File: src/rtl/hnf_txreq_sched_pkg.sv
`default_nettype none
// ============================================================================
// Module  : hnf_txreq_sched_pkg
// Purpose : Shared CHI TXREQ definitions for the HN-F TXREQ scheduler:
//           request flit layout, link credit limit, node-ID width and a
//           helper that retargets a flit to a fixed destination node.
// Ports   : none (package)
// Rev     : 1.0  initial release
// ============================================================================
package hnf_txreq_sched_pkg;

  // Largest number of L-credits a CHI receiver may hand out on one channel
  localparam int CHI_MAX_LCRD = 15;
  localparam int CHI_NODEID_W = 7;
  localparam int CHI_QOS_W    = 4;
  localparam int CHI_TXNID_W  = 8;
  localparam int CHI_OPCODE_W = 6;
  localparam int CHI_ADDR_W   = 48;

  typedef struct packed {
    logic [CHI_QOS_W-1:0]    QoS;
    logic [CHI_NODEID_W-1:0] TgtID;
    logic [CHI_NODEID_W-1:0] SrcID;
    logic [CHI_TXNID_W-1:0]  TxnID;
    logic [CHI_OPCODE_W-1:0] Opcode;
    logic [2:0]              Size;
    logic [CHI_ADDR_W-1:0]   Addr;
    logic                    NS;
    logic                    AllowRetry;
    logic                    ExpCompAck;
    logic [3:0]              MemAttr;
  } reqflit_t;

  // Every flit leaving the HN-F on TXREQ goes to the single SN-F
  function automatic reqflit_t retarget(input reqflit_t f,
                                        input logic [CHI_NODEID_W-1:0] tgt);
    reqflit_t r;
    r       = f;
    r.TgtID = tgt;
    return r;
  endfunction

endpackage
`default_nettype wire

File: src/rtl/hnf_txreq_sched_if.sv
`default_nettype none
// ============================================================================
// Module  : hnf_txreq_sched_if
// Purpose : Bundles the requester-side handshake and the CHI TXREQ link pins
//           of the HN-F TXREQ scheduler.
// Signals : req_valid/req_flit/req_ready  - requester handshake (NUM_REQ wide)
//           TXREQFLIT/TXREQFLITV/TXREQFLITPEND - link outputs
//           TXREQLCRDV                    - link credit return
// Modports: slave  - the scheduler
//           master - the requesters plus the link receiver
// Rev     : 1.0  initial release
// ============================================================================
interface hnf_txreq_sched_if #(
  parameter int NUM_REQ = 4
) ();
  import hnf_txreq_sched_pkg::*;

  logic     [NUM_REQ-1:0] req_valid;
  reqflit_t [NUM_REQ-1:0] req_flit;
  logic     [NUM_REQ-1:0] req_ready;
  reqflit_t               TXREQFLIT;
  logic                   TXREQFLITV;
  logic                   TXREQFLITPEND;
  logic                   TXREQLCRDV;

  modport slave (
    input  req_valid, req_flit, TXREQLCRDV,
    output req_ready, TXREQFLIT, TXREQFLITV, TXREQFLITPEND
  );

  modport master (
    output req_valid, req_flit, TXREQLCRDV,
    input  req_ready, TXREQFLIT, TXREQFLITV, TXREQFLITPEND
  );

endinterface
`default_nettype wire

File: src/rtl/hnf_txreq_sched_rr_arbiter.sv
`default_nettype none
// ============================================================================
// Module  : hnf_txreq_sched_rr_arbiter
// Purpose : Combinational round-robin picker. Scans i_req starting at i_ptr
//           and wrapping, returns the first set bit as a one-hot grant plus
//           its index.
// Ports   : i_req      N-bit request vector
//           i_ptr      start position of the search
//           o_gnt      one-hot grant (zero when no request)
//           o_gnt_idx  index of the granted bit
//           o_gnt_any  any request granted
// Rev     : 1.0  initial release
// ============================================================================
module hnf_txreq_sched_rr_arbiter #(
  parameter int N     = 4,
  parameter int IDX_W = (N > 1) ? $clog2(N) : 1
) (
  input  logic [N-1:0]     i_req,
  input  logic [IDX_W-1:0] i_ptr,
  output logic [N-1:0]     o_gnt,
  output logic [IDX_W-1:0] o_gnt_idx,
  output logic             o_gnt_any
);

  // (base + off) mod N, with off < N so one subtraction suffices
  function automatic logic [IDX_W-1:0] wrap_add(input logic [IDX_W-1:0] base,
                                                input int off);
    int s;
    s = int'(base) + off;
    if (s >= N) s = s - N;
    return s[IDX_W-1:0];
  endfunction

  always_comb begin
    o_gnt     = '0;
    o_gnt_idx = '0;
    o_gnt_any = 1'b0;
    for (int k = 0; k < N; k++) begin
      logic [IDX_W-1:0] w_idx;
      w_idx = wrap_add(i_ptr, k);
      if (!o_gnt_any && i_req[w_idx]) begin
        o_gnt[w_idx] = 1'b1;
        o_gnt_idx    = w_idx;
        o_gnt_any    = 1'b1;
      end
    end
  end

endmodule
`default_nettype wire

File: src/rtl/hnf_txreq_sched.sv
`default_nettype none
// ============================================================================
// Module  : hnf_txreq_sched
// Purpose : HN-F TXREQ scheduler. Arbitrates NUM_REQ internal requesters onto
//           the single CHI TXREQ channel towards the SN-F, owns the TXREQ
//           L-credit counter and sequences TXREQFLITPEND / TXREQFLITV.
// Ports   : clock, reset     clock and synchronous active-high reset
//           bus (slave)      requester handshake + TXREQ link pins
//           lcrd_cnt         L-credits currently held
//           lcrd_overflow    sticky: credit returned while already at max
// Config  : HNF_TXREQ_QOS_ARB_EN  when defined, only requesters carrying the
//           highest QoS compete (round-robin among them); when undefined,
//           pure round-robin and QoS is only forwarded.
// Rev     : 1.0  initial release
// ============================================================================
module hnf_txreq_sched
  import hnf_txreq_sched_pkg::*;
#(
  parameter int                      NUM_REQ     = 4,
  parameter int                      MAX_LCRD    = CHI_MAX_LCRD,
  parameter logic [CHI_NODEID_W-1:0] SNF_NODE_ID = '0
) (
  input  logic                          clock,
  input  logic                          reset,
  hnf_txreq_sched_if.slave              bus,
  output logic [$clog2(MAX_LCRD+1)-1:0] lcrd_cnt,
  output logic                          lcrd_overflow
);

  localparam int IDX_W = (NUM_REQ > 1) ? $clog2(NUM_REQ) : 1;
  localparam int CNT_W = $clog2(MAX_LCRD + 1);
  localparam logic [CNT_W-1:0] c_LCRD_MAX = CNT_W'(MAX_LCRD);
  localparam logic [IDX_W-1:0] c_IDX_LAST = IDX_W'(NUM_REQ - 1);

  logic             r_pend;
  logic             r_flitv;
  reqflit_t         r_flit;
  logic [CNT_W-1:0] r_lcrd_cnt;
  logic             r_overflow;
  logic [IDX_W-1:0] r_ptr;

  logic [NUM_REQ-1:0] w_arb_req;
  logic [NUM_REQ-1:0] w_gnt;
  logic [IDX_W-1:0]   w_gnt_idx;
  logic               w_gnt_any;
  logic               w_grant;
  logic               w_cnt_max;

  // ---------------------------------------------------------------------------
  // Arbitration candidates
  // ---------------------------------------------------------------------------
`ifdef HNF_TXREQ_QOS_ARB_EN
  logic [CHI_QOS_W-1:0] w_max_qos;

  always_comb begin
    w_max_qos = '0;
    for (int i = 0; i < NUM_REQ; i++) begin
      if (bus.req_valid[i] && (bus.req_flit[i].QoS > w_max_qos))
        w_max_qos = bus.req_flit[i].QoS;
    end
  end

  // Only the highest-QoS valid requesters go to the round-robin stage
  always_comb begin
    w_arb_req = '0;
    for (int i = 0; i < NUM_REQ; i++) begin
      w_arb_req[i] = bus.req_valid[i] && (bus.req_flit[i].QoS == w_max_qos);
    end
  end
`else
  assign w_arb_req = bus.req_valid;
`endif

  hnf_txreq_sched_rr_arbiter #(
    .N     (NUM_REQ),
    .IDX_W (IDX_W)
  ) u_arb (
    .i_req     (w_arb_req),
    .i_ptr     (r_ptr),
    .o_gnt     (w_gnt),
    .o_gnt_idx (w_gnt_idx),
    .o_gnt_any (w_gnt_any)
  );

  // PEND must have been visible for a cycle before FLITV can follow, hence
  // the registered pend term. Only credits already held count: a credit
  // returning this cycle becomes usable next cycle.
  assign w_grant   = r_pend && w_gnt_any && (r_lcrd_cnt != '0);
  assign w_cnt_max = (r_lcrd_cnt == c_LCRD_MAX);

  assign bus.req_ready = w_grant ? w_gnt : '0;

  // ---------------------------------------------------------------------------
  // Pend, flit output, credit counter and round-robin pointer
  // ---------------------------------------------------------------------------
  always_ff @(posedge clock) begin
    if (reset) begin
      r_pend     <= 1'b0;
      r_flitv    <= 1'b0;
      r_flit     <= '0;
      r_lcrd_cnt <= '0;
      r_overflow <= 1'b0;
      r_ptr      <= '0;
    end else begin
      r_pend  <= |bus.req_valid;
      r_flitv <= w_grant;

      if (w_grant) begin
        r_flit <= retarget(bus.req_flit[w_gnt_idx], SNF_NODE_ID);
        r_ptr  <= (w_gnt_idx == c_IDX_LAST) ? '0 : w_gnt_idx + 1'b1;
      end

      // Credit return and consumption in the same cycle cancel out
      unique case ({bus.TXREQLCRDV, w_grant})
        2'b10: begin
          if (!w_cnt_max) r_lcrd_cnt <= r_lcrd_cnt + 1'b1;
        end
        2'b01: r_lcrd_cnt <= r_lcrd_cnt - 1'b1;
        default: r_lcrd_cnt <= r_lcrd_cnt;
      endcase

      // A receiver returning a credit while we already hold the maximum has
      // broken the link protocol; remember it until the next reset.
      if (bus.TXREQLCRDV && w_cnt_max) r_overflow <= 1'b1;
    end
  end

  assign bus.TXREQFLIT     = r_flit;
  assign bus.TXREQFLITV    = r_flitv;
  assign bus.TXREQFLITPEND = r_pend;
  assign lcrd_cnt          = r_lcrd_cnt;
  assign lcrd_overflow     = r_overflow;

endmodule
`default_nettype wire

File: src/flat_wrapper.sv
// flat-port wrapper written by rule: the top's interface ports become plain ports
module hnf_txreq_sched_flat import hnf_txreq_sched_pkg::*;
#(
  parameter int                      NUM_REQ     = 4,
  parameter int                      MAX_LCRD    = CHI_MAX_LCRD,
  parameter logic [CHI_NODEID_W-1:0] SNF_NODE_ID = '0
)
  (clock, reset, lcrd_cnt, lcrd_overflow, bus_req_valid, bus_req_flit, bus_TXREQLCRDV, bus_req_ready, bus_TXREQFLIT, bus_TXREQFLITV, bus_TXREQFLITPEND);
  hnf_txreq_sched_if #(.NUM_REQ(NUM_REQ)) bus_i ();
  input  logic clock;
  input  logic reset;
  output logic [$clog2(MAX_LCRD+1)-1:0] lcrd_cnt;
  output logic lcrd_overflow;
  input wire logic [$bits(bus_i.req_valid)-1:0] bus_req_valid;
  input wire logic [$bits(bus_i.req_flit)-1:0] bus_req_flit;
  input wire logic [$bits(bus_i.TXREQLCRDV)-1:0] bus_TXREQLCRDV;
  output wire logic [$bits(bus_i.req_ready)-1:0] bus_req_ready;
  output wire logic [$bits(bus_i.TXREQFLIT)-1:0] bus_TXREQFLIT;
  output wire logic [$bits(bus_i.TXREQFLITV)-1:0] bus_TXREQFLITV;
  output wire logic [$bits(bus_i.TXREQFLITPEND)-1:0] bus_TXREQFLITPEND;
  assign bus_i.req_valid = bus_req_valid;
  assign bus_i.req_flit = bus_req_flit;
  assign bus_i.TXREQLCRDV = bus_TXREQLCRDV;
  assign bus_req_ready = bus_i.req_ready;
  assign bus_TXREQFLIT = bus_i.TXREQFLIT;
  assign bus_TXREQFLITV = bus_i.TXREQFLITV;
  assign bus_TXREQFLITPEND = bus_i.TXREQFLITPEND;
  hnf_txreq_sched #(.NUM_REQ(NUM_REQ), .MAX_LCRD(MAX_LCRD), .SNF_NODE_ID(SNF_NODE_ID)) u_core (.clock(clock), .reset(reset), .bus(bus_i), .lcrd_cnt(lcrd_cnt), .lcrd_overflow(lcrd_overflow));
endmodule
File: config.mk
export PLATFORM = sky130hd
export DESIGN_NAME = hnf_txreq_sched_flat
export DESIGN_NICKNAME = d
export VERILOG_FILES = /design/src/rtl/hnf_txreq_sched_pkg.sv /design/src/rtl/hnf_txreq_sched_if.sv /design/src/rtl/hnf_txreq_sched_rr_arbiter.sv /design/src/rtl/hnf_txreq_sched.sv /design/src/flat_wrapper.sv
export SDC_FILE = /design/constraint.sdc
export NUM_CORES = 1
export LEC_CHECK = 0
export BUFFER_PORTS_ARGS = -buffer_cell sky130_fd_sc_hd__buf_4
export CORE_AREA = 2 2 180 182
export CTS_BUF_LIST = sky130_fd_sc_hd__clkbuf_4 sky130_fd_sc_hd__clkbuf_8
export DETAILED_ROUTE_END_ITERATION = 12
export DIE_AREA = 0 0 182 184
export PLACE_DENSITY = 0.45
export SLEW_MARGIN = 25
export SYNTH_ARGS = -nofsm -noshare
export SYNTH_HDL_FRONTEND = slang
export SYNTH_SLANG_ARGS = --single-unit
File: constraint.sdc
create_clock -name clock -period 7 [get_ports clock]
set_clock_uncertainty 0.15 [all_clocks]
set_input_delay 1.4 -clock clock [delete_from_list [all_inputs] [get_ports clock]]
set_output_delay 1.4 -clock clock [all_outputs]
set_load 0.1 [all_outputs]
* Yosys cells after proc, flatten, opt, wreduce, memory -nomap -nowiden
Cells that the tools add are included.
W data, S select, Z words.
** Word-level totals
- Register bits :: 92
- Latch bits :: 0
- RAM bits :: 0
- Memory bits (read-only) :: 0
- Input port bits :: 367
- Output and inout bits :: 101
- Memories kept :: 0
** Operators by class
- Add/subtract/negate cells :: 10
- Multipliers :: 0
- Div/mod/pow operators :: 0
- $lt $le $gt $ge :: 13
- Equality and inequality tests :: 5
- Shift operators :: 0
- Multiplexer cells :: 38
- Bitwise gates (word level) :: 3
- Reduce and logical (&&, ||, !) cells :: 17
** Operators with widths (count)
- $bmux W90 S2 :: 1
- $mux W90 :: 1
- $mux W4 :: 6
- $mux W2 :: 9
- $lt A2 B3 Y1 const B :: 5
- $mux W1 :: 12
- $or A4 B4 Y4 :: 3
- $logic_and A1 B1 Y1 :: 10
- $ge A3 B3 Y1 const B :: 3
- $bmux W1 S2 :: 4
- $demux W1 S2 :: 4
- $ge A2 B1 Y1 const B :: 4
- $pmux W4 S2 :: 1
- $sub A2 B1 Y2 const B :: 4
- $add A2 B2 Y3 const B :: 2
- $add A4 B1 Y4 const B :: 1
- $eq A2 B2 Y1 const B :: 2
- $eq A4 B4 Y1 const B :: 1
- $reduce_bool A4 Y1 :: 1
- $reduce_or A4 Y1 :: 1
- $sub A4 B1 Y4 const B :: 1
- $add A2 B1 Y3 const B :: 1
- $ge A2 B3 Y1 const B :: 1
- $logic_not A1 Y1 :: 3
- other kinds (5) :: 5

* Longest topological paths before layout
Gate-level depths: netlist of the first run.
- Depth in word-level cells :: 19
- Mapped depth :: 12
- Gate-level depth less buffers :: 9

* By module
A second synthesis of the first run with hierarchy kept.
** Second synthesis, totals
- Cell total of the unflattened synthesis :: 566
- Area total of the unflattened synthesis :: 5819.3 um2
** By module, submodules not included
- hnf_txreq_sched :: times used 1, cells each 521, area each 5397.7 um2, sequential area each 1841.8 um2
- hnf_txreq_sched_rr_arbiter :: times used 1, cells each 45, area each 421.7 um2, sequential area each 0.0 um2

* Worst setup path after synthesis of the first run
Ideal clock, no wire load.
- Path type :: input port to output port
- From :: input port bus_req_valid[2]
- To :: output port bus_req_ready[0]
- Arrival :: 3.822 ns
- Data required time :: 5.450 ns
- Path slack :: 1.628 ns
- Stages :: 7
- Path through :: buf_2 > or3b_2 > o21ai_0 > a32oi_1 > o21ai_0 > a221oi_1 > nor2_1
** On the way
- Word-level cells in the longest chain between the ends :: 15
** RTL lines
- from (decl) :: RTL line flat_wrapper.sv:14 : input wire logic [$bits(bus_i.req_valid)-1:0] bus_req_valid;
- $bmux W1 S2 :: RTL line hnf_txreq_sched_rr_arbiter.sv:41 : if (!o_gnt_any && i_req[w_idx]) begin
- $mux W1 (not written as such) :: RTL line hnf_txreq_sched_rr_arbiter.sv:41
- $mux W1 :: RTL line hnf_txreq_sched_rr_arbiter.sv:41
- $logic_not A1 Y1 :: RTL line hnf_txreq_sched_rr_arbiter.sv:41
- $logic_and A1 B1 Y1 :: RTL line hnf_txreq_sched_rr_arbiter.sv:41
- $mux W1 :: RTL line hnf_txreq_sched_rr_arbiter.sv:41
- $logic_not A1 Y1 :: RTL line hnf_txreq_sched_rr_arbiter.sv:41
- $logic_and A1 B1 Y1 :: RTL line hnf_txreq_sched_rr_arbiter.sv:41
- $mux W1 :: RTL line hnf_txreq_sched_rr_arbiter.sv:41
- $logic_not A1 Y1 :: RTL line hnf_txreq_sched_rr_arbiter.sv:41
- $logic_and A1 B1 Y1 :: RTL line hnf_txreq_sched_rr_arbiter.sv:41
- $mux W1 :: RTL line hnf_txreq_sched_rr_arbiter.sv:41
- $logic_and A1 B1 Y1 (2 in a row) :: RTL line hnf_txreq_sched.sv:88 : assign w_grant = r_pend && w_gnt_any && (r_lcrd_cnt != '0);
- $mux W4 (*) :: RTL line hnf_txreq_sched.sv:91 : assign bus.req_ready = w_grant ? w_gnt : '0;
- to (decl) :: RTL line flat_wrapper.sv:17 : output wire logic [$bits(bus_i.req_ready)-1:0] bus_req_ready;
Mark *: on every way between the ends. The rest lies on a longest branch, timed or not. The select of a mux whose other input is x is not followed.

==> results.md, run 1 <==
- Chip Height: 184 um
- Switching pwr: 2.516 mW
- EDFF count, synth: 0
- Setup TNS Final: 0 ps
- # IOs: 468
- Synth Instances: 785
- CP Capture Type: primary output
- WS Path Type: register to primary output
- Worst-Margin Slew: 1030 ps
- Top-count cell post-synth: o211ai_1
- Gate power share: 72.5%
- Routed WL: 29,730 um
- Routability cong.: 0.7430
- Resize count post-CTS: 0
- Buffers on Ports: 432
- Share of layout cells above drive strength 1: 41.39%
- WP data required: 5450 ps
- Pwr/cell area: 410.0 nW/um2
- Post-route clock period utilization: 75.58%
- Reg power frac: 18.8%
- Met2 Resource Use GR: 30.24%
- Min-delay worst type: register to register
- Clock power share: 8.7%
- Max_cap viols: 0
- Met1 GRT Util: 19.97%
- Antenna Nets Post-Route: 0
- R2r endpoint: u_core.bus.TXREQFLIT[27]
- Drt pass-1 iters: 4
- Startpoint Class: register
- # rows: 65
- Average cell area after synthesis: 8.417 um2
- CTS root buf: clkbuf_8
- Unrepaired setup endpoints after global routing: false
- Sw Ratio: 60.08%
- Syn. warnings: 0
- Met3 Usage GRT: 5.170%
- Commonest cells in the netlist: o211ai_1, dfxtp_1, nand2_1, mux2i_1, and3_1
- Worst skew pair latency: 380 ps
- Die width: 182 um
- Worst hold path depth: 2
- Vias: 7,490
- Fin. Hold Viols: 0
- Internal power: 1.672 mW
- Vias per cell: 4.811
- Top cells by area, synth: dfxtp_1, o211ai_1, mux2i_1, a21boi_0, and3_1
- Number of DRC markers in iteration 0: 290
- First-pass GRT wire length: 43,900 um
- Crit path time final: 5290 ps
- Worst vdd ir: 0.0001400 V
- Status: completed
- Synth cell types: 45
- Grt total ovfl: 0
- DR WL/cell: 19.09 um
- Pin count of the biggest net entering global routing: 90
- CTS Hold Bufs: 0
- Core outline area: 31,390 um2
- GRT Max-Usage Layer: met2
- CTS tree: yes
- R2R depth: 10
- Initial Util: 21.05%
- CTS Buf Count: 9
- Max Transition Viols Final: 0
- Synth Flop Type: dfxtp_1
- Syn Std Cell Area: 6608 um2
- Crit path DAT: 3740 ps
- All-layer global routing usage: 16.87%
- Post-CTS Setup Inserts: 0
- Die area: 33,490 um2
- # DRC: 0
- Final HPWL DP: 21,350 um
- Synth-to-Final Area Change: 54.61%
- Rel. slew slack: 31.36%
- H-tree Lvls: 3
- Total Power: 4.188 mW
- Post-synth top area cell: dfxtp_1
- Top-area cell type share of the netlist area: 27.87%
- Hold Path Origin: u_core.bus.TXREQFLIT[28]
- Worst-path clk slew: 110 ps
- Yosys reg bits: 92
- Hold Path End: u_core.bus.TXREQFLIT[28]
- Final net count: 1,526
- Initial antenna violation count: 0
- Vias in the first global route: 7,374
- Crit-path max FO: 16
- Leakage: 4.543 nW
- Maximum clock frequency: 0.1890 GHz
- Antenna diode count: 0
- Final setup fails: 0
- Clock Path Buffers: 2
- Async set-reset flop share out of synthesis: 0%
- Register area share after synthesis: 27.87%
- R2R setup slack: 2360 ps
- Clock sink total: 92
logic make-up (layout without fill, tap and decap cells):
family	after synthesis	count (layout)	share of synthesized area, %
compound gates	282	282	32.13
simple gates	205	205	15.49
buf+inv	101	465	7.820
flops	92	92	27.87
mux	90	90	14.26
fa+ha+maj	9	9	1.704
xor+xnor	5	5	0.6629
other cells	1	7	0.05675
worst max-delay path by stage:
stage / startpoint / end / slack, ps / cells past startpoint
2_1_floorplan: bus_req_valid[2] / bus_req_ready[0] / 1630 / 7
3_3_place_gp: register / bus_req_ready[3] / 2230 / 9
3_5_place_dp: register / bus_req_ready[0] / 2180 / 9
4_1_cts: register / bus_req_ready[0] / 1690 / 9
5_1_grt: register / bus_req_ready[0] / 1370 / 9
6_report: register / bus_req_ready[0] / 1710 / 9
layout make-up:
type / instances / area, um2
Tap cell: 402 / 503.0
Clock inverter: 7 / 50.05
Sequential cell: 92 / 1842
Multi-Input combinational cell: 598 / 4325
Inverter: 3 / 11.26
Fill cell: 3425 / 21180
Timing Repair Buffer: 446 / 3361
Clock buffer: 9 / 123.9
power by group through the flow:
| stage | combinational (mW) | clock (mW) | sequential (mW) |
|---|---|---|---|
| floorplan | 1.27 | 0 | 1.86 |
| global placement | 3.06 | 0 | 0.793 |
| detailed placement | 3.07 | 0 | 0.796 |
| CTS | 3.07 | 0.390 | 0.788 |
| global route | 3.22 | 0.408 | 0.807 |
| finish | 3.04 | 0.365 | 0.786 |
state kept, by name, summed over array words and instances, names as in the netlist, named ones only:
name                      cells
u_core.bus.TXREQFLITPEND      1
u_core.lcrd_overflow          1
u_core.bus.TXREQFLITV         1
u_core.r_ptr                  1
u_core.lcrd_cnt               4
u_core.bus.TXREQFLIT         83
cells in the final DEF (no fill, tap or decap), types with 9 or more instances in the layout:
master,n
clkbuf_8,9
o211ai_1,166
nand2_1,86
dfxtp_1,92
and3_1,83
nor2_1,19
ha_1,9
mux2i_1,84
buf_4,445
a21boi_0,75
through the flow:
step                      instances  util (%)  worst slack [ps]  hold WS [ps]  area [um2]
after floorplan                 791         -              1628         669.3        6630
after global routing           1557     32.54              1370         361.9       10220
final                          1557     32.54              1710         339.1       10220
after detailed placement       1541     31.99              2184         315.1       10040
after global placement         1541     31.99              2230         307.0       10040
after CTS                      1557     32.54              1688         343.4       10220
layer usage:
| metal | vias up | wire (um) |
|---|---|---|
| met5 | - | 0 |
| met4 | 0 | 278 |
| met3 | 18 | 2481 |
| met2 | 302 | 14930 |
| met1 | 3506 | 12040 |
| li1 | 3664 | - |
critical path, cell delays in order (launching register included):
cell and delay (ps):
dfxtp_1 780, inv_1 320, ha_1 510, or3b_2 500, o21ai_0 90, a32oi_1 70, o21ai_0 470, a221oi_1 180
nor2_1 130, buf_4 300
(Power assumes the default switching activity.)
==> run 2, diff against run 1 <==
--- a/config.mk
+++ b/config.mk
@@ -5,12 +5,13 @@
 export SDC_FILE = /design/constraint.sdc
 export NUM_CORES = 1
 export LEC_CHECK = 0
+export ABC_AREA = 1
 export BUFFER_PORTS_ARGS = -buffer_cell sky130_fd_sc_hd__buf_4
-export CORE_AREA = 2 2 180 182
+export CORE_AREA = 2 2 184 186
 export CTS_BUF_LIST = sky130_fd_sc_hd__clkbuf_4 sky130_fd_sc_hd__clkbuf_8
 export DETAILED_ROUTE_END_ITERATION = 12
-export DIE_AREA = 0 0 182 184
-export PLACE_DENSITY = 0.45
+export DIE_AREA = 0 0 186 188
+export PLACE_DENSITY = 0.43
 export SLEW_MARGIN = 25
 export SYNTH_ARGS = -nofsm -noshare
 export SYNTH_HDL_FRONTEND = slang
==> constraint.sdc (replaced) <==
create_clock -name clock -period 5.1 [get_ports clock]
set_clock_uncertainty 0.15 [all_clocks]
set_input_delay 1.02 -clock clock [delete_from_list [all_inputs] [get_ports clock]]
set_output_delay 1.02 -clock clock [all_outputs]
set_load 0.1 [all_outputs]
==> results.md, run 2 <==
- Max Transition Viols Final: 0
- Fin. Hold Viols: 0
- Antenna Nets Post-Route: 0
- DR WL/cell: 16.33 um
- Pwr/cell area: 863.0 nW/um2
- Crit-path max FO: 11
- Rel. slew slack: 37.14%
- Syn Std Cell Area: 6495 um2
- Leakage: 5.155 nW
- Initial Util: 19.61%
- Worst skew pair latency: 390 ps
- # rows: 67
- Yosys reg bits: 92
- Most frequent cells in the layout: buf_4, nand3_1, nand2_1
- R2R setup slack: 1410 ps
- CP Capture Type: primary output
- Setup TNS Final: 0 ps
- Synth-to-Final Area Change: 58.00%
- Number of DRC markers in iteration 0: 310
- Clock sink total: 92
- Die width: 186 um
- Grt total ovfl: 0
- Routed WL: 30,970 um
- Buffers on Ports: 432
- Synth Flop Type: dfxtp_1
- Commonest cells in the netlist: nand3_1, nand2_1, dfxtp_1, o21ai_0, a21oi_1
- Commonest non-fill, non-tap cell in the layout: buf_4
- CTS Hold Bufs: 0
- Hold Path End: u_core.lcrd_overflow
- Post-synth top area cell: dfxtp_1
- Async set-reset flop share out of synthesis: 0%
- Initial antenna violation count: 1
- CTS tree: yes
- CTS root buf: clkbuf_8
- Share of layout cells above drive strength 1: 32.60%
- R2r endpoint: u_core.bus.TXREQFLIT[51]
- Worst-path clk slew: 100 ps
- Synth Instances: 1,089
- All-layer global routing usage: 16.77%
- # IOs: 468
- Top-area cell type share of the netlist area: 28.36%
- Max_cap viols: 0
- Min-delay worst type: register to register
- Largest register FFs: 83
- Crit path time final: 4152 ps
- H-tree Lvls: 3
- Worst hold path depth: 2
- Top-count cell post-synth: nand3_1
- FILL cells: 3,734
- Drt pass-1 iters: 5
- Register area share after synthesis: 28.36%
- Unrepaired setup endpoints after global routing: false
- Syn. warnings: 0
- Worst vdd ir: 0.0007925 V
- Top cells by area, synth: dfxtp_1, nand3_1, nand2_1, o21ai_0, a21oi_1
- Post-route clock period utilization: 81.41%
- Startpoint Class: register
- Worst-Margin Slew: 942.9 ps
- EDFF count, synth: 0
- Synth cell types: 27
- Clock Path Buffers: 2
- WP data required: 3930 ps
- Chip Height: 188 um
- WS Path Type: register to primary output
- Routability cong.: 0.8147
- Vias in the first global route: 8,022
- Final net count: 1,819
- Die area: 34,970 um2
- Status: completed
- Crit path DAT: 2980 ps
- Final HPWL DP: 21,800 um
- Hold Path Origin: u_core.lcrd_overflow
- Resize count post-CTS: 0
- First-pass GRT wire length: 45,380 um
- R2R depth: 13
- Average cell area after synthesis: 5.964 um2
- Pin count of the biggest net entering global routing: 168
- Post-CTS Setup Inserts: 0
- Final setup fails: 0
- Core outline area: 33,110 um2
- Vias: 8,583
- Vias per cell: 4.525
- Placement Setup Slack: 1264 ps
- Final WS setup: 948.1 ps
- Maximum clock frequency: 0.2409 GHz
- CTS Buf Count: 9
- # DRC: 0
[run 2: layout make-up]
class / instances / area [um2] / share of cell area [%]
antenna: 1 / 2.502 / 0.02438
clock buffer: 12 / 158.9 / 1.548
clock inverter: 4 / 95.09 / 0.9266
inverter: 31 / 118.9 / 1.158
multi-input combinational: 865 / 4098 / 39.93
sequential: 92 / 1842 / 17.95
tap: 448 / 560.5 / 5.462
timing repair buffer: 444 / 3387 / 33.00
[run 2: worst max-delay path by stage]
stage	slack [ps]	start	to
finish	950	register	bus_req_ready[0]
global route	680	register	bus_req_ready[0]
CTS	900	register	bus_req_ready[1]
detailed placement	1260	bus_req_valid[3]	bus_req_ready[1]
global placement	1260	bus_req_valid[3]	bus_req_ready[1]
floorplan	1170	u_core.lcrd_cnt[0]	bus_req_ready[2]
[run 2: cell families (layout without fill, tap and decap cells)]
family | count (synthesis) | after routing | share of synthesized area (%)
adder cells (fa/ha/maj) | 9 | 9 | 1.734
XOR/XNOR | 2 | 2 | 0.2697
AO/OA/AOI/OAI | 192 | 192 | 15.03
flip-flops | 92 | 92 | 28.36
AND/OR/NAND/NOR | 655 | 655 | 44.96
buffers and inverters | 138 | 491 | 9.594
other | 1 | 8 | 0.05774
[run 2: per-stage QoR]
stage / instance area [um2] / utilization, % / hold slack, ps / total power, mW / cells
floorplan: 6518 / - / 432.2 / 6.512 / 1095
global placement: 10000 / 30.21 / 309.0 / 8.346 / 1880
detailed placement: 10010 / 30.22 / 315.5 / 8.338 / 1880
CTS: 10260 / 30.98 / 339.4 / 9.034 / 1896
global route: 10260 / 30.99 / 363.1 / 9.618 / 1897
finish: 10260 / 30.99 / 334.6 / 8.856 / 1897
[run 2: layer usage]
| metal | track usage, % | share of wire (%) | vias up | wire, um |
|---|---|---|---|---|
| met5 | 0 | 0 | - | 0 |
| met4 | 5.027 | 2.1 | 0 | 650 |
| met3 | 4.972 | 8.8 | 35 | 2726 |
| met2 | 29.43 | 48 | 325 | 15010 |
| met1 | 19.46 | 41 | 3818 | 12590 |
| li1 | - | - | 4405 | - |
[run 2: power breakdown]
group	leakage (nW)	total [mW]	internal [mW]	switching [mW]
Combinational	4.27	7.08	1.87	5.21
Sequential	0.758	1.12	0.973	0.147
Clock	0.130	0.655	0.358	0.297
[run 2: critical path, stage by stage, from the launching register on]
cell and delay (ps):
dfxtp_1 600, inv_2 200, ha_1 380, inv_1 110, nand3_1 80, nand2_1 140
nand3_1 190, nor2_1 340, nand2_1 90, nand2_1 70, nand2_1 50, inv_1 60
buf_4 280
==> run 3, diff against run 2 <==
==> constraint.sdc (replaced) <==
create_clock -name clock -period 4.1 [get_ports clock]
set_clock_uncertainty 0.15 [all_clocks]
set_input_delay 0.82 -clock clock [delete_from_list [all_inputs] [get_ports clock]]
set_output_delay 0.82 -clock clock [all_outputs]
set_load 0.1 [all_outputs]
==> results.md, run 3 (synthesized netlist as in run 2, its figures left out) <==
- Die area: 34,970 um2
- Number of DRC markers in iteration 0: 394
- Initial Util: 19.61%
- Die width: 186 um
- Drt pass-1 iters: 5
- Share of layout cells above drive strength 1: 32.71%
- Routed WL: 31,060 um
- Grt total ovfl: 0
- Final net count: 1,820
- Worst path slowest cell: dfxtp_1
- Pin count of the biggest net entering global routing: 168
- Maximum clock frequency: 0.2633 GHz
- Commonest non-fill, non-tap cell in the layout: buf_4
- Pwr/cell area: 1070 nW/um2
- H-tree Lvls: 3
- Synth-to-Final Area Change: 57.99%
- Vias per cell: 4.537
- Post-route clock period utilization: 92.63%
- # IOs: 468
- Worst skew pair latency: 390 ps
- Final HPWL DP: 21,730 um
- First-pass GRT wire length: 45,760 um
- Placement Cell Area: 10,050 um2
- Worst-Margin Slew: 881.4 ps
- Vias: 8,607
- CTS tree: yes
- WS Path Type: register to primary output
- Worst-path clk slew: 90 ps
- Max_cap viols: 0
- CP dominant cell by count: inv_1
- Startpoint Class: register
- Leakage: 5.156 nW
- Post-CTS Setup Inserts: 0
- Most frequent cells in the layout: buf_4, nand3_1, nand2_1
- CTS Buf Count: 9
- Initial antenna violation count: 0
- DR WL/cell: 16.37 um
- Vias in the first global route: 8,121
- Unrepaired setup endpoints after global routing: false
- Rel. slew slack: 41.24%
- Post-route cell area: 10,260 um2
- Crit path DAT: 2830 ps
- Core outline area: 33,110 um2
- CTS root buf: clkbuf_8
- All-layer global routing usage: 16.76%
- Antenna diode count: 0
- Routability cong.: 0.8131
- # DRC: 0
- Clock sink total: 92
- Setup TNS Final: 0 ps
- Clock Path Buffers: 2
- Worst vdd ir: 0.001193 V
- Min-delay worst type: register to register
- WP data required: 3130 ps
- # rows: 67
- Critical-path cell list: inv_1, ha_1, inv_1, nand2_1, nand2_1, nor2_2, nand3_1, o21ai_0, o21ai_0, inv_1, buf_4
- Largest register FFs: 83
- Max Transition Viols Final: 0
- Final setup fails: 0
- Chip Height: 188 um
- Buffers on Ports: 432
- Worst path max stage delay: 510 ps
- Antenna Nets Post-Route: 0
- Crit-path max FO: 8
- Fin. Hold Viols: 0
- Total Power: 10.98 mW
- CP Capture Type: primary output
- Crit path time final: 3798 ps
- Status: completed
-- run 3: cell count changes in the layout (fill, tap and decap cells not counted) --
cell / change
diode_2: -1
nor2_2: +1
buf_6: -1
buf_4: -1
buf_12: +3
clkinv_2: -1
bufinv_16: -2
clkbuf_4: +3
nor2_1: -1
-- run 3: worst paths after layout --
| kind | from | end | slack (ps) | cells after the start |
|---|---|---|---|---|
| setup / recovery | u_core.r_ptr[1] | bus_req_ready[3] | 300 | 11 |
| hold / removal | u_core.lcrd_overflow | u_core.lcrd_overflow | 330 | 2 |
| hold reg to reg | u_core.lcrd_overflow | u_core.lcrd_overflow | 330 | 2 |
| setup reg to reg | u_core.r_ptr[1] | u_core.bus.TXREQFLIT[42] | 730 | 13 |
-- run 3: area by class of cell --
cell class                      count  area [um2]
Multi-Input combinational cell    865        4100
Sequential cell                    92        1842
Tap cell                          448       560.5
Clock buffer                       15       181.4
Fill cell                        3768       22850
Timing Repair Buffer              445        3428
Inverter                           31       118.9
Clock inverter                      1       30.03
-- run 3: power breakdown --
part           total [mW]  switching [mW]  leakage, nW  internal [mW]
Sequential           1.38           0.173        0.758           1.21
Clock               0.710           0.365        0.112          0.345
Combinational        8.89            6.52         4.29           2.36
-- run 3: what timing repair did --
item	4_1_cts	5_1_grt
endpoints found under the setup margin	0	2
hold buffers	0	0
gates resized for setup	0	1
-- run 3: stage by stage --
stage | hold slack [ps] | worst slack, ps | utilization (%) | cells
floorplan | 432.2 | 369.6 | - | 1095
global placement | 308.9 | 661.1 | 30.34 | 1881
detailed placement | 315.0 | 693.8 | 30.34 | 1881
CTS | 338.7 | 230.2 | 30.98 | 1897
global route | 361.5 | 0.2232 | 30.99 | 1897
finish | 329.4 | 302.2 | 30.99 | 1897
-- run 3: per-layer routing --
layer,wire [um],up-vias,global-route usage (%),share of wire (%)
met5,0,-,0,0
met4,418,0,3.725,1.3
met3,2719,24,4.952,8.8
met2,15360,312,29.87,49
met1,12560,3867,19.60,40
li1,-,4404,-,-
-- run 3: critical path: cells and delay by family (launching register included) --
family	cells	cell delay [ps]
flops	1	510
simple gates	4	550
buf+inv	4	650
fa+ha+maj	1	380
compound gates	2	330
